===== config.mk =====
export PLATFORM = sky130hd
export DESIGN_NAME = alu_issue
export DESIGN_NICKNAME = d
export VERILOG_FILES = /design/src/rtl/alu_issue.sv
export SDC_FILE = /design/constraint.sdc
export NUM_CORES = 1
export LEC_CHECK = 0
export ABC_AREA = 1
export CORE_MARGIN = 2
export CORE_UTILIZATION = 40
export DETAILED_ROUTE_END_ITERATION = 7
export DONT_BUFFER_PORTS = 1
export SKIP_CTS_REPAIR_TIMING = 1
export SYNTH_ARGS = -nofsm -noshare
export SYNTH_HDL_FRONTEND = slang
export SYNTH_SLANG_ARGS = --single-unit

===== constraint.sdc =====
create_clock -name clk -period 1.9 [get_ports clk]
set_clock_uncertainty 0.05 [all_clocks]
set_input_delay 0.19 -clock clk [delete_from_list [all_inputs] [get_ports clk]]
set_output_delay 0.19 -clock clk [all_outputs]
set_load 0.03 [all_outputs]

===== src/rtl/alu_issue.sv =====
// alu_issue: single-entry decode/issue register between fetch and the ALU.
// Define ALU_ISSUE_FWD_EN to add the write-back bypass ports (wb_wen/wb_addr/wb_data).
`ifndef CPU_WIDTH
`define CPU_WIDTH 32
`endif
`ifndef ALU_OP_WIDTH
`define ALU_OP_WIDTH 4
`endif
`ifndef ALU_ADD
`define ALU_ADD 4'd0
`endif
`ifndef ALU_SUB
`define ALU_SUB 4'd1
`endif

module alu_issue #(
  parameter int unsigned REG_ADDR_W = 5
) (
  input  logic                     clk,
  input  logic                     rst_n,
  input  logic                     in_valid,
  output logic                     in_ready,
  input  logic [31:0]              in_inst,
  input  logic [31:0]              in_pc,
  output logic [REG_ADDR_W-1:0]    rs1_addr,
  output logic [REG_ADDR_W-1:0]    rs2_addr,
  input  logic [`CPU_WIDTH-1:0]    rs1_data,
  input  logic [`CPU_WIDTH-1:0]    rs2_data,
  input  logic                     flush,
`ifdef ALU_ISSUE_FWD_EN
  input  logic                     wb_wen,
  input  logic [REG_ADDR_W-1:0]    wb_addr,
  input  logic [`CPU_WIDTH-1:0]    wb_data,
`endif
  output logic                     out_valid,
  input  logic                     out_ready,
  output logic [`ALU_OP_WIDTH-1:0] alu_op,
  output logic [`CPU_WIDTH-1:0]    alu_src1,
  output logic [`CPU_WIDTH-1:0]    alu_src2,
  output logic [REG_ADDR_W-1:0]    rd_addr,
  output logic                     rd_wen,
  output logic                     is_branch,
  output logic [31:0]              branch_target,
  output logic                     illegal
);

  localparam logic [6:0] OPC_OP     = 7'b0110011;
  localparam logic [6:0] OPC_OP_IMM = 7'b0010011;
  localparam logic [6:0] OPC_LUI    = 7'b0110111;
  localparam logic [6:0] OPC_AUIPC  = 7'b0010111;
  localparam logic [6:0] OPC_BRANCH = 7'b1100011;

  logic [6:0]              opcode;
  logic [2:0]              funct3;
  logic [6:0]              funct7;
  logic [REG_ADDR_W-1:0]   rd_field;
  logic [`CPU_WIDTH-1:0]   opnd1;
  logic [`CPU_WIDTH-1:0]   opnd2;
  logic [31:0]             imm_i;
  logic [31:0]             imm_u;
  logic [31:0]             imm_b;
  logic                    load;

  logic [`ALU_OP_WIDTH-1:0] dec_op;
  logic [`CPU_WIDTH-1:0]    dec_src1;
  logic [`CPU_WIDTH-1:0]    dec_src2;
  logic [REG_ADDR_W-1:0]    dec_rd;
  logic                     dec_wen;
  logic                     dec_br;
  logic [31:0]              dec_tgt;
  logic                     dec_ill;

  assign opcode   = in_inst[6:0];
  assign funct3   = in_inst[14:12];
  assign funct7   = in_inst[31:25];
  assign rd_field = REG_ADDR_W'(in_inst[11:7]);
  assign rs1_addr = REG_ADDR_W'(in_inst[19:15]);
  assign rs2_addr = REG_ADDR_W'(in_inst[24:20]);

  assign imm_i = {{20{in_inst[31]}}, in_inst[31:20]};
  assign imm_u = {in_inst[31:12], 12'b0};
  assign imm_b = {{19{in_inst[31]}}, in_inst[31], in_inst[7], in_inst[30:25], in_inst[11:8], 1'b0};

  // x0 reads as zero; bypass only applies to real registers.
  always_comb begin
    opnd1 = rs1_data;
    opnd2 = rs2_data;
`ifdef ALU_ISSUE_FWD_EN
    if (wb_wen && wb_addr != '0 && wb_addr == rs1_addr) opnd1 = wb_data;
    if (wb_wen && wb_addr != '0 && wb_addr == rs2_addr) opnd2 = wb_data;
`endif
    if (rs1_addr == '0) opnd1 = '0;
    if (rs2_addr == '0) opnd2 = '0;
  end

  always_comb begin
    dec_op   = `ALU_ADD;
    dec_src1 = '0;
    dec_src2 = '0;
    dec_rd   = '0;
    dec_wen  = 1'b0;
    dec_br   = 1'b0;
    dec_tgt  = '0;
    dec_ill  = 1'b0;
    if (opcode == OPC_OP && funct3 == 3'b000 && funct7 == 7'b0000000) begin
      dec_src1 = opnd1;
      dec_src2 = opnd2;
      dec_rd   = rd_field;
      dec_wen  = 1'b1;
    end else if (opcode == OPC_OP && funct3 == 3'b000 && funct7 == 7'b0100000) begin
      dec_op   = `ALU_SUB;
      dec_src1 = opnd1;
      dec_src2 = opnd2;
      dec_rd   = rd_field;
      dec_wen  = 1'b1;
    end else if (opcode == OPC_OP_IMM && funct3 == 3'b000) begin
      dec_src1 = opnd1;
      dec_src2 = `CPU_WIDTH'(imm_i);
      dec_rd   = rd_field;
      dec_wen  = 1'b1;
    end else if (opcode == OPC_LUI) begin
      dec_src2 = `CPU_WIDTH'(imm_u);
      dec_rd   = rd_field;
      dec_wen  = 1'b1;
    end else if (opcode == OPC_AUIPC) begin
      dec_src1 = `CPU_WIDTH'(in_pc);
      dec_src2 = `CPU_WIDTH'(imm_u);
      dec_rd   = rd_field;
      dec_wen  = 1'b1;
    end else if (opcode == OPC_BRANCH && funct3 == 3'b000) begin
      dec_op   = `ALU_SUB;
      dec_src1 = opnd1;
      dec_src2 = opnd2;
      dec_br   = 1'b1;
      dec_tgt  = in_pc + imm_b;
    end else begin
      dec_ill  = 1'b1;
    end
    if (dec_rd == '0) dec_wen = 1'b0;
  end

  assign in_ready = !flush && (!out_valid || out_ready);
  assign load     = in_valid && in_ready;

  always_ff @(posedge clk or negedge rst_n) begin
    if (!rst_n) begin
      out_valid     <= 1'b0;
      alu_op        <= `ALU_ADD;
      alu_src1      <= '0;
      alu_src2      <= '0;
      rd_addr       <= '0;
      rd_wen        <= 1'b0;
      is_branch     <= 1'b0;
      branch_target <= '0;
      illegal       <= 1'b0;
    end else if (flush) begin
      out_valid <= 1'b0;
    end else if (load) begin
      out_valid     <= 1'b1;
      alu_op        <= dec_op;
      alu_src1      <= dec_src1;
      alu_src2      <= dec_src2;
      rd_addr       <= dec_rd;
      rd_wen        <= dec_wen;
      is_branch     <= dec_br;
      branch_target <= dec_tgt;
      illegal       <= dec_ill;
    end else if (out_ready) begin
      out_valid <= 1'b0;
    end
  end

endmodule


==> qor.csv <==
stage,metric,value,unit
run_status,status,finished with violations,
run_status,failing checks,hold timing,
timing,period utilization,0.881,
place,GP Congestion,0.941,
place,Final HPWL DP,20.2,mm
worst_setup_path,worst path bufs/invs,4,
synthesis,register area share after synthesis,0.337,
floorplan,row cnt,51,
synthesis,Synth area leaders,"dfrtp_1, nand2_1, nand3_1",
pwr,Pleak,0.00466,µW
global_route,Congestion Overflow GR,0,
layout,number of diodes,0,
worst_setup_path,crit end category,register,
clocking,CTS H-Tree Depth,3,
worst_setup_path,CP Cell Sequence,inv_1 -> nor2_1 -> nor2_2 -> nand2_2 -> clkinv_2 -> nand2_2 -> inv_2 -> buf_4 -> nand3_1 -> nand3_1,
layout,final instance area,8840,µm²
pwr,power density cells,650,nW/µm²
clocking,clock root cell,clkbuf_16,
synthesis,distinct cell type count after synthesis,39,
layout,Fillers,2030,
floorplan,Die Area,20800,µm²
drt,DR WL/cell,18.0,µm
synthesis,Mapped Area,7880,µm²
timing,FMAX,0.598,GHz
layout,area of the multi-input gates,4250,µm²
timing,Worst-Margin Slew,0.605,ns
layout,share of layout cells above drive strength 1,0.0492,
synthesis,Syn Area/Cell,6.58,µm²
clocking,clk_lat worst skew,0.37,ns
global_route,number of global-route vias before repair,7070,
synthesis,synthesized instance count,1197,
drt,DR vias,7679,
synthesis,cell taking the most area after synthesis,dfrtp_1,
worst_setup_path,critical path's top delay family,simple AND/OR/NAND/NOR gates,
synthesis,top cell type's share of synthesized area,0.337,
min_path,HP Class,input pin to asynchronous set/reset pin,
timing,Final min period,1.67,ns
timing,WHS,-0.536,ns
global_route,first-pass GRT wire length,39.5,mm
clocking,TritonCTS Buffers,9,
worst_setup_path,Critical Path RT,2.16,ns
layout,Area Overhead vs Synth,12.1,%
layout,Reg area,2650,µm²
worst_setup_path,crit-path max cell delay,0.38,ns
drt,vias per cell,5.17,
drt,"wirelength, routed",26.8,mm
drt,Routed Antenna Nets,0,
drt,DRC Markers,0,
timing,Max-slew headroom,0.595,
worst_setup_path,critical path peak fanout,28,
worst_setup_path,"Data arrival, critical path",1.93,ns
layout,nets,1379,
global_route,Total GRT Usage,0.248,
worst_setup_path,startpoint type of the worst setup path,register,
run,max_cap viols,0,
floorplan,die extent in x,144,µm
floorplan,core area,19400,µm²
timing,"Setup violations, final",0,
worst_setup_path,critical path class,register to register,
timing,Final Hold Vio Count,108,
place,"Cell Area, Placed",8080,µm²
synthesis,Ys Warns,0,
floorplan,Die Span Y,144,µm
clocking,clock buffer depth,2,
clocking,"Clk pin slew, worst setup/hold paths",0.09,ns
pwr,Pwr Total,5740,µW
clocking,CTS sink cnt,106,
floorplan,Initial Utilization,0.406,
clocking,CTS tree,done,
global_route,pin count of the biggest net entering global routing,107,
floorplan,io pins,253,
synthesis,"FF+latch count, synth",106,
global_route,initial antenna violation count,0,
worst_setup_path,CP max-delay cell,dfrtp_1,
pwr,VDD IR-drop max,0.000424,V
drt,first drt pass iteration count,5,
timing,count of pins over their slew limit,0,
place,IO Port Bufs,0,
drt,DRT iter0 DRCs,466,
timing,RSZ-0062 raised after global routing,false,
state kept, by name, indices dropped and copies added, names as in the netlist:
register       count
rd_wen             1
rd_addr            5
is_branch          1
illegal            1
alu_src1          32
out_valid          1
branch_target     32
alu_src2          32
alu_op             1
logic make-up (layout without fill, tap and decap cells):
kind of cell,count (synthesis),count (layout),share of synthesized area
DFF,106,106,0.337
other,1,3,0.000476
buffers and inverters,228,249,0.128
and+or+nand+nor,697,697,0.382
xor gates and xnor gates,8,8,0.00889
adders and majority gates,31,31,0.0502
AOI/OAI and AO/OA,126,126,0.0946
final cells by class:
type,instances,area share
clock buffers,9,0.0255
clock inverters,7,0.00765
inverters,161,0.0688
multi-input cells,865,0.480
flip-flops and latches,106,0.300
well taps,265,0.0375
repair buffers,72,0.0799
cells in the mapped netlist (all sizes together):
cell type / instances
and2: 4
o21bai: 2
nand3b: 2
conb: 1
nor2: 67
a21oi: 22
o22ai: 2
o21a: 29
a21o: 1
o211ai: 1
xnor2: 6
inv: 161
o311ai: 1
dfrtp: 106
nor3: 9
a21boi: 1
nand4: 34
ha: 30
o21ai: 63
nand3: 192
fa: 1
a2bb2oi: 2
buf: 39
nand2: 388
xor2: 2
or2: 1
o31ai: 2
clkbuf: 28
final timing paths:
check / startpoint / to / slack, ns / depth (start not counted)
worst max register to register: out_valid$_DFFE_PN0P_ / alu_src2[1]$_DFFE_PN0P_ / 0.23 / 10
min in group clk: rs2_data[11] / alu_src2[11]$_DFFE_PN0P_ / -0.01 / 2
worst max-delay path: out_valid$_DFFE_PN0P_ / alu_src2[1]$_DFFE_PN0P_ / 0.23 / 10
max in group asynchronous: rst_n / branch_target[17]$_DFFE_PN0P_ / 2.17 / 0
worst min-delay path: rst_n / branch_target[16]$_DFFE_PN0P_ / -0.54 / 0
worst min register to register: rd_addr[1]$_DFFE_PN0P_ / rd_addr[1]$_DFFE_PN0P_ / 0.64 / 2
cell usage in the layout (no fill, tap or decap), types with 2 or more instances in the layout:
master | Yosys | routed
ha_1 | 30 | 30
nand2_1 | 385 | 384
nor2_1 | 65 | 64
dfrtp_1 | 106 | 106
o21bai_1 | 2 | 2
nand3_1 | 191 | 190
dlygate4sd3_1 | 0 | 46
a21oi_1 | 22 | 22
o21ai_0 | 29 | 29
inv_1 | 156 | 156
o21ai_1 | 34 | 34
nor2_2 | 2 | 3
clkinv_2 | 0 | 2
o22ai_1 | 2 | 2
buf_4 | 14 | 22
nor3_1 | 7 | 7
nand4_1 | 33 | 33
inv_6 | 0 | 3
a2bb2oi_1 | 2 | 2
xnor2_1 | 6 | 6
clkbuf_16 | 0 | 9
conb_1 | 1 | 3
xor2_1 | 2 | 2
nand2_2 | 3 | 4
o31ai_1 | 2 | 2
and2_1 | 4 | 4
buf_12 | 0 | 4
nand3b_1 | 2 | 2
o21a_1 | 29 | 29
inv_2 | 5 | 3
nand3_2 | 1 | 2
through the flow:
step	TNS, ns	hold WS, ns	util	std cells	setup slack, ns
final	0	-0.536	0.455	1485	0.227
after global routing	0	-0.559	0.455	1485	0.0483
after CTS	0	-0.555	0.432	1439	0.105
after detailed placement	-0.00978	-0.149	0.417	1423	-0.00978
after global placement	0	-0.152	0.417	1423	0.0264
after floorplan	0	-0.156	-	1199	0.0118
power breakdown:
part           switching [µW]  internal (µW)
clock network            1000            927
logic                     700            421
registers                 328           2370
total                    2030           3710
layer usage:
metal	up-vias	part of all wire	global-route usage
met1	3482	0.41	0.299
met4	0	0.028	0.0935
li1	3875	-	-
met2	278	0.48	0.422
met3	44	0.086	0.0709
met5	-	0	0
No activity file was read; power rests on OpenSTA's default activity.
